[src/rtl/serial_adder_ctrl.sv]
// serial_adder_ctrl: bit-serial addition controller that feeds an external
// 1-bit full adder one operand bit pair per clock, LSB first. The adder's
// carry is registered here and fed back on the next cycle. The serial sum
// bits and the final carry are assembled into a parallel result, and a
// one-cycle done pulse marks when that result is valid.
module serial_adder_ctrl #(
  parameter int WIDTH = 8
) (
  input  logic             clk,
  input  logic             rst_n,
  input  logic             start,
  input  logic [WIDTH-1:0] a,
  input  logic [WIDTH-1:0] b,
  input  logic             c_in,
  output logic             busy,
  output logic             done,
  output logic [WIDTH-1:0] sum,
  output logic             c_out,
  output logic             fa_a,
  output logic             fa_b,
  output logic             fa_cin,
  input  logic             fa_sum,
  input  logic             fa_carry
);

  localparam int CW = $clog2(WIDTH) + 1;
  localparam logic [CW-1:0] LAST_BIT = CW'(WIDTH - 1);

  typedef enum logic [1:0] {
    IDLE  = 2'd0,
    SHIFT = 2'd1,
    DONE  = 2'd2
  } state_e;

  state_e           state_q;
  logic [WIDTH-1:0] a_sr_q;
  logic [WIDTH-1:0] b_sr_q;
  logic [WIDTH-1:0] sum_sr_q;
  logic [WIDTH-1:0] sum_sr_d;
  logic [WIDTH-1:0] sum_q;
  logic             carry_q;
  logic             c_out_q;
  logic             busy_q;
  logic             done_q;
  logic [CW-1:0]    cnt_q;

  // The returning sum bit enters at the MSB, so after WIDTH shifts the
  // first (LSB) result bit has reached bit 0.
  always_comb begin
    sum_sr_d = {fa_sum, sum_sr_q[WIDTH-1:1]};
  end

  // Controller FSM: operand capture, shifting, carry loop and result latch.
  always_ff @(posedge clk or negedge rst_n) begin
    if (!rst_n) begin
      state_q  <= IDLE;
      a_sr_q   <= '0;
      b_sr_q   <= '0;
      sum_sr_q <= '0;
      sum_q    <= '0;
      carry_q  <= 1'b0;
      c_out_q  <= 1'b0;
      busy_q   <= 1'b0;
      done_q   <= 1'b0;
      cnt_q    <= '0;
    end else begin
      // NOTE: non-blocking assignments here, so every register samples
      // pre-edge values and the order of statements below does not matter.
      case (state_q)
        IDLE: begin
          done_q <= 1'b0;
          if (start) begin
            a_sr_q   <= a;
            b_sr_q   <= b;
            carry_q  <= c_in;
            cnt_q    <= '0;
            sum_sr_q <= '0;
            busy_q   <= 1'b1;
            state_q  <= SHIFT;
          end
        end
        SHIFT: begin
          sum_sr_q <= sum_sr_d;
          carry_q  <= fa_carry;
          a_sr_q   <= a_sr_q >> 1;
          b_sr_q   <= b_sr_q >> 1;
          cnt_q    <= cnt_q + 1'b1;
          if (cnt_q == LAST_BIT) begin
            sum_q   <= sum_sr_d;
            c_out_q <= fa_carry;
            busy_q  <= 1'b0;
            done_q  <= 1'b1;
            state_q <= DONE;
          end
        end
        DONE: begin
          // A start seen here is dropped; a launch needs an IDLE cycle.
          done_q  <= 1'b0;
          state_q <= IDLE;
        end
        default: begin
          busy_q  <= 1'b0;
          done_q  <= 1'b0;
          state_q <= IDLE;
        end
      endcase
    end
  end

  // busy_q is high exactly in SHIFT, so it gates the adder drive to zero in
  // IDLE and DONE. These depend only on registers: no loop through the adder.
  assign fa_a   = busy_q & a_sr_q[0];
  assign fa_b   = busy_q & b_sr_q[0];
  assign fa_cin = busy_q & carry_q;

  assign busy  = busy_q;
  assign done  = done_q;
  assign sum   = sum_q;
  assign c_out = c_out_q;

endmodule

[config.mk]
export PLATFORM = sky130hd
export DESIGN_NAME = serial_adder_ctrl
export DESIGN_NICKNAME = d
export VERILOG_FILES = /design/src/rtl/serial_adder_ctrl.sv
export SDC_FILE = /design/constraint.sdc
export NUM_CORES = 1
export LEC_CHECK = 0
export ABC_AREA = 1
export BUFFER_PORTS_ARGS = -buffer_cell sky130_fd_sc_hd__buf_2
export CAP_MARGIN = 20
export CORE_ASPECT_RATIO = 1.1
export CORE_UTILIZATION = 54
export DETAILED_ROUTE_END_ITERATION = 10
export PLACE_DENSITY = 0.78
export RECOVER_POWER = 25
export SLEW_MARGIN = 25
export SYNTH_ARGS = -nofsm -noshare
export SYNTH_HDL_FRONTEND = slang
export SYNTH_SLANG_ARGS = --single-unit
export TNS_END_PERCENT = 50
[constraint.sdc]
create_clock -name clk -period 1.6 [get_ports clk]
set_input_delay 0.08 -clock clk [delete_from_list [all_inputs] [get_ports clk]]
set_output_delay 0.08 -clock clk [all_outputs]
set_load 0.05 [all_outputs]
==> results.txt <==
----------------------------------------------------
[Status]
  Status ... finished, violations left
  Violations in the final reports ... DRC

[Critical path]
  Library cell contributing the largest single delay on the critical path ... dfrtp_1
  Sort of element at the start of the critical path ... register
  RR Startpoint ... cnt_q[0]
  Worst setup path category ... reg2reg
  Cells on worst reg2reg path ... 6
  Max incr delay on CP ... around 0.44 ns
  Kind of end point of the critical path ... register
  Beginning of the critical path ... cnt_q[0]
  Critical path cell sequence ... ha_1, nand2_1, nor2_2, nand2_2, nand2_1, nand2_1
  Critical R2R Capture ... sum[1]
  Data arrival time of the critical path ... 1.53 ns
  Required time of the worst setup path ... ~1.8 ns
  Setup slack of the worst register-to-register path ... 0.31 ns
  Capturing element of the worst setup path ... sum[1]
  Worst path most repeated cell ... nand2_1
  Largest driver fanout on the critical path ... 10

[Power and ir drop]
  Largest voltage drop on the vdd net ... 1.01 mV
  Tot Pwr ... 4.25 mW
  Static leakage power ... 1.24 nW
  Pwr dens ... 1890 nW/um^2

[Floorplan]
  Die ar. ... roughly 3600 um^2
  Effective utilization at floorplan ... 0.583
  Rows ... 21
  Area of the core ... 3130 um^2
  Die Span Y ... roughly 63 um
  I/O pin count ... 36
  Horizontal extent of the die ... between 50 and 60 um

[Global routing]
  GR Util All Layers ... 0.234
  Antenna violations before repair ... 0
  Via count of the first global-routing pass ... 1,489
  GRT met1 Usage ... 0.291
  Total congestion overflow after global routing ... 0
  First-pass GRT wire length ... 6400 um
  Met3 track demand over resource ... 0.0663
  Met2 Usage GRT ... 0.375
  Largest net degree at the start of global routing ... 42
  Routing layer with the top usage in global route ... met2

[Timing]
  Fin. max-slew vios ... 0
  Fin Hold WS ... 0.0203 ns
  Hold Violations, Final ... 0
  Setup TNS ... 0 ns
  Final clock skew ... roughly 0.01 ns
  Worst-case headroom to the max-slew limit ... 0.352
  RSZ-0062 raised after global routing ... no
  Post-route minimum period ... 1.29 ns
  Transition time at the pin with the least slew margin ... 0.972 ns
  Highest attainable clock frequency ... 0.774 GHz
  Setup-failing EPs final ... 0
  Final cycle utilization of the critical path ... 0.808
  Least setup slack across all paths after layout ... 0.308 ns

[Clock network]
  Clock insertion delay at the later pin of the skew report ... 0.35 ns
  Hold-fix buffer count after cts ... 20
  CTS sink count ... roughly 40
  Post-CTS clock slew at the launch and capture registers of the worst setup and hold paths ... 0.12 ns
  Number of levels in the clock H-tree ... 2
  Clock tree from TritonCTS ... yes
  Number of buffers inserted to repair setup after CTS ... 0
  Total CTS buffers ... 5
  Post-cts resize count ... 0
  Maximum count of clock buffers along a single path ... 2
  Library cell used as clock root buffer ... clkbuf_4

[Synthesis]
  Top_reg_cell synth ... dfrtp_1
  Syn Inst Count ... 209
  EDFF count, synth ... 0
  Number of synthesized register bits ... 41
  Post-Syn Area per Cell ... 8.72 um^2
  Area contributors post-synth ... dfrtp_1, nand2_1, nand3_1
  Register area share after synthesis ... 0.563
  Most frequently used cell type in the post-synthesis netlist ... nand2_1
  Area share of the largest cell type after synthesis ... 0.563
  Synthesized Nets ... 232
  Most area-hungry cell type in the Yosys netlist ... dfrtp_1
  Unique cell type count in the Yosys netlist ... 18
  Number of warnings issued by yosys ... 0
  Synth cell count leaders ... nand2_1, nand3_1, dfrtp_1
  Async set-or-reset flop fraction in the synthesized netlist ... 1.00
  Total standard cell area after synthesis ... approximately 1800 um^2

[Job]
  Number of max-cap violations ... 0

[Place]
  Worst-case setup slack after placement ... 0.356 ns
  Routability congestion estimate from global placement ... 0.767
  PortBufs ... 35
  Area post-placement ... 1990 um^2
  Detailed placement HPWL ... 2160 um

[Detailed routing]
  Number of antenna-violating nets in the routed design ... 0
  Wirelength per Cell ... between 10 and 15 um
  Final WL ... 3700 um
  Vias per cell ... 5.25
  Initial detailed-routing violation count ... 87
  DRC errors left ... 5
  First drt pass iteration count ... 7
  Total via count after detailed routing ... 1,575

[Finish]
  Antenna Diode Count ... 0
  Share of final-layout standard cells stronger than drive strength 1 ... 0.207
  Area growth from synthesis to layout ... 23.9%
  Nets@finish ... 288
  Area of combinational cells with multiple inputs ... 656 um^2
  # fillers ... 236
  Final Instance Area ... 2260 um^2
  Sequential standard cell area ... 1030 um^2

[Worst hold path]
  Worst min-delay path category ... in2reg
  Launch point of the worst hold path ... start

----------------------------------------------------
## cell families after synthesis
kind of cell,count (synthesis),share of synthesized area
AND/OR/NAND/NOR,140,0.339
buffers and inverters,22,0.0769
adder cells (fa/ha/maj),1,0.00687
AO/OA/AOI/OAI,5,0.0137
flip-flops,41,0.563
## worst max-delay path, delay by kind of cell (launching register included)
family        cells  cell delay [ns]
fa+ha+maj         1             0.21
flops             1             0.44
simple gates      5             0.53
## power breakdown
part / switching, mW / total (mW) / internal [mW]
clock network: 0.326 / 0.699 / 0.373
registers: 0.285 / 1.76 / 1.47
logic: 1.28 / 1.80 / 0.520
## layer usage
metal	vias up	routed length, um
met2	44	1790
met4	0	114
li1	786	-
met3	14	141
met1	731	1650
met5	-	0
## state kept, by name, summed over array words and instances (netlist names)
register,flops
done,1
busy,1
sum,8
sum_sr_q,7
carry_q,1
a_sr_q,8
state_q,2
cnt_q,4
c_out,1
b_sr_q,8
## placed cells by master (no fill, tap or decap), types with 3 or more instances in the layout
| master | count |
|---|---|
| nand2_1 | 77 |
| inv_2 | 3 |
| dlygate4sd3_1 | 20 |
| o21ai_0 | 3 |
| clkbuf_4 | 5 |
| inv_1 | 9 |
| buf_4 | 3 |
| buf_2 | 35 |
| nor2_1 | 3 |
| nand2_2 | 3 |
| nand3_1 | 53 |
| dfrtp_1 | 41 |
## area by class of cell
| type | count | area share |
|---|---|---|
| clock buffer | 7 | 0.0244 |
| clock inverter | 1 | 0.0133 |
| inverter | 12 | 0.0200 |
| multi-input combinational | 146 | 0.290 |
| sequential | 41 | 0.455 |
| tap | 34 | 0.0188 |
| timing repair buffer | 59 | 0.178 |
## metrics by stage
step / utilization / std cells
floorplan: - / 209
global placement: 0.635 / 272
detailed placement: 0.635 / 272
CTS: 0.727 / 300
global route: 0.722 / 300
finish: 0.722 / 300
## worst min-delay path by stage
stage,endpoint,depth (start not counted)
2_1_floorplan,a_sr_q[0],0
3_3_place_gp,sum[4],2
3_5_place_dp,sum[4],2
4_1_cts,state_q[0],3
5_1_grt,state_q[0],3
6_report,state_q[0],3
No activity file was read; power rests on OpenSTA's default activity.
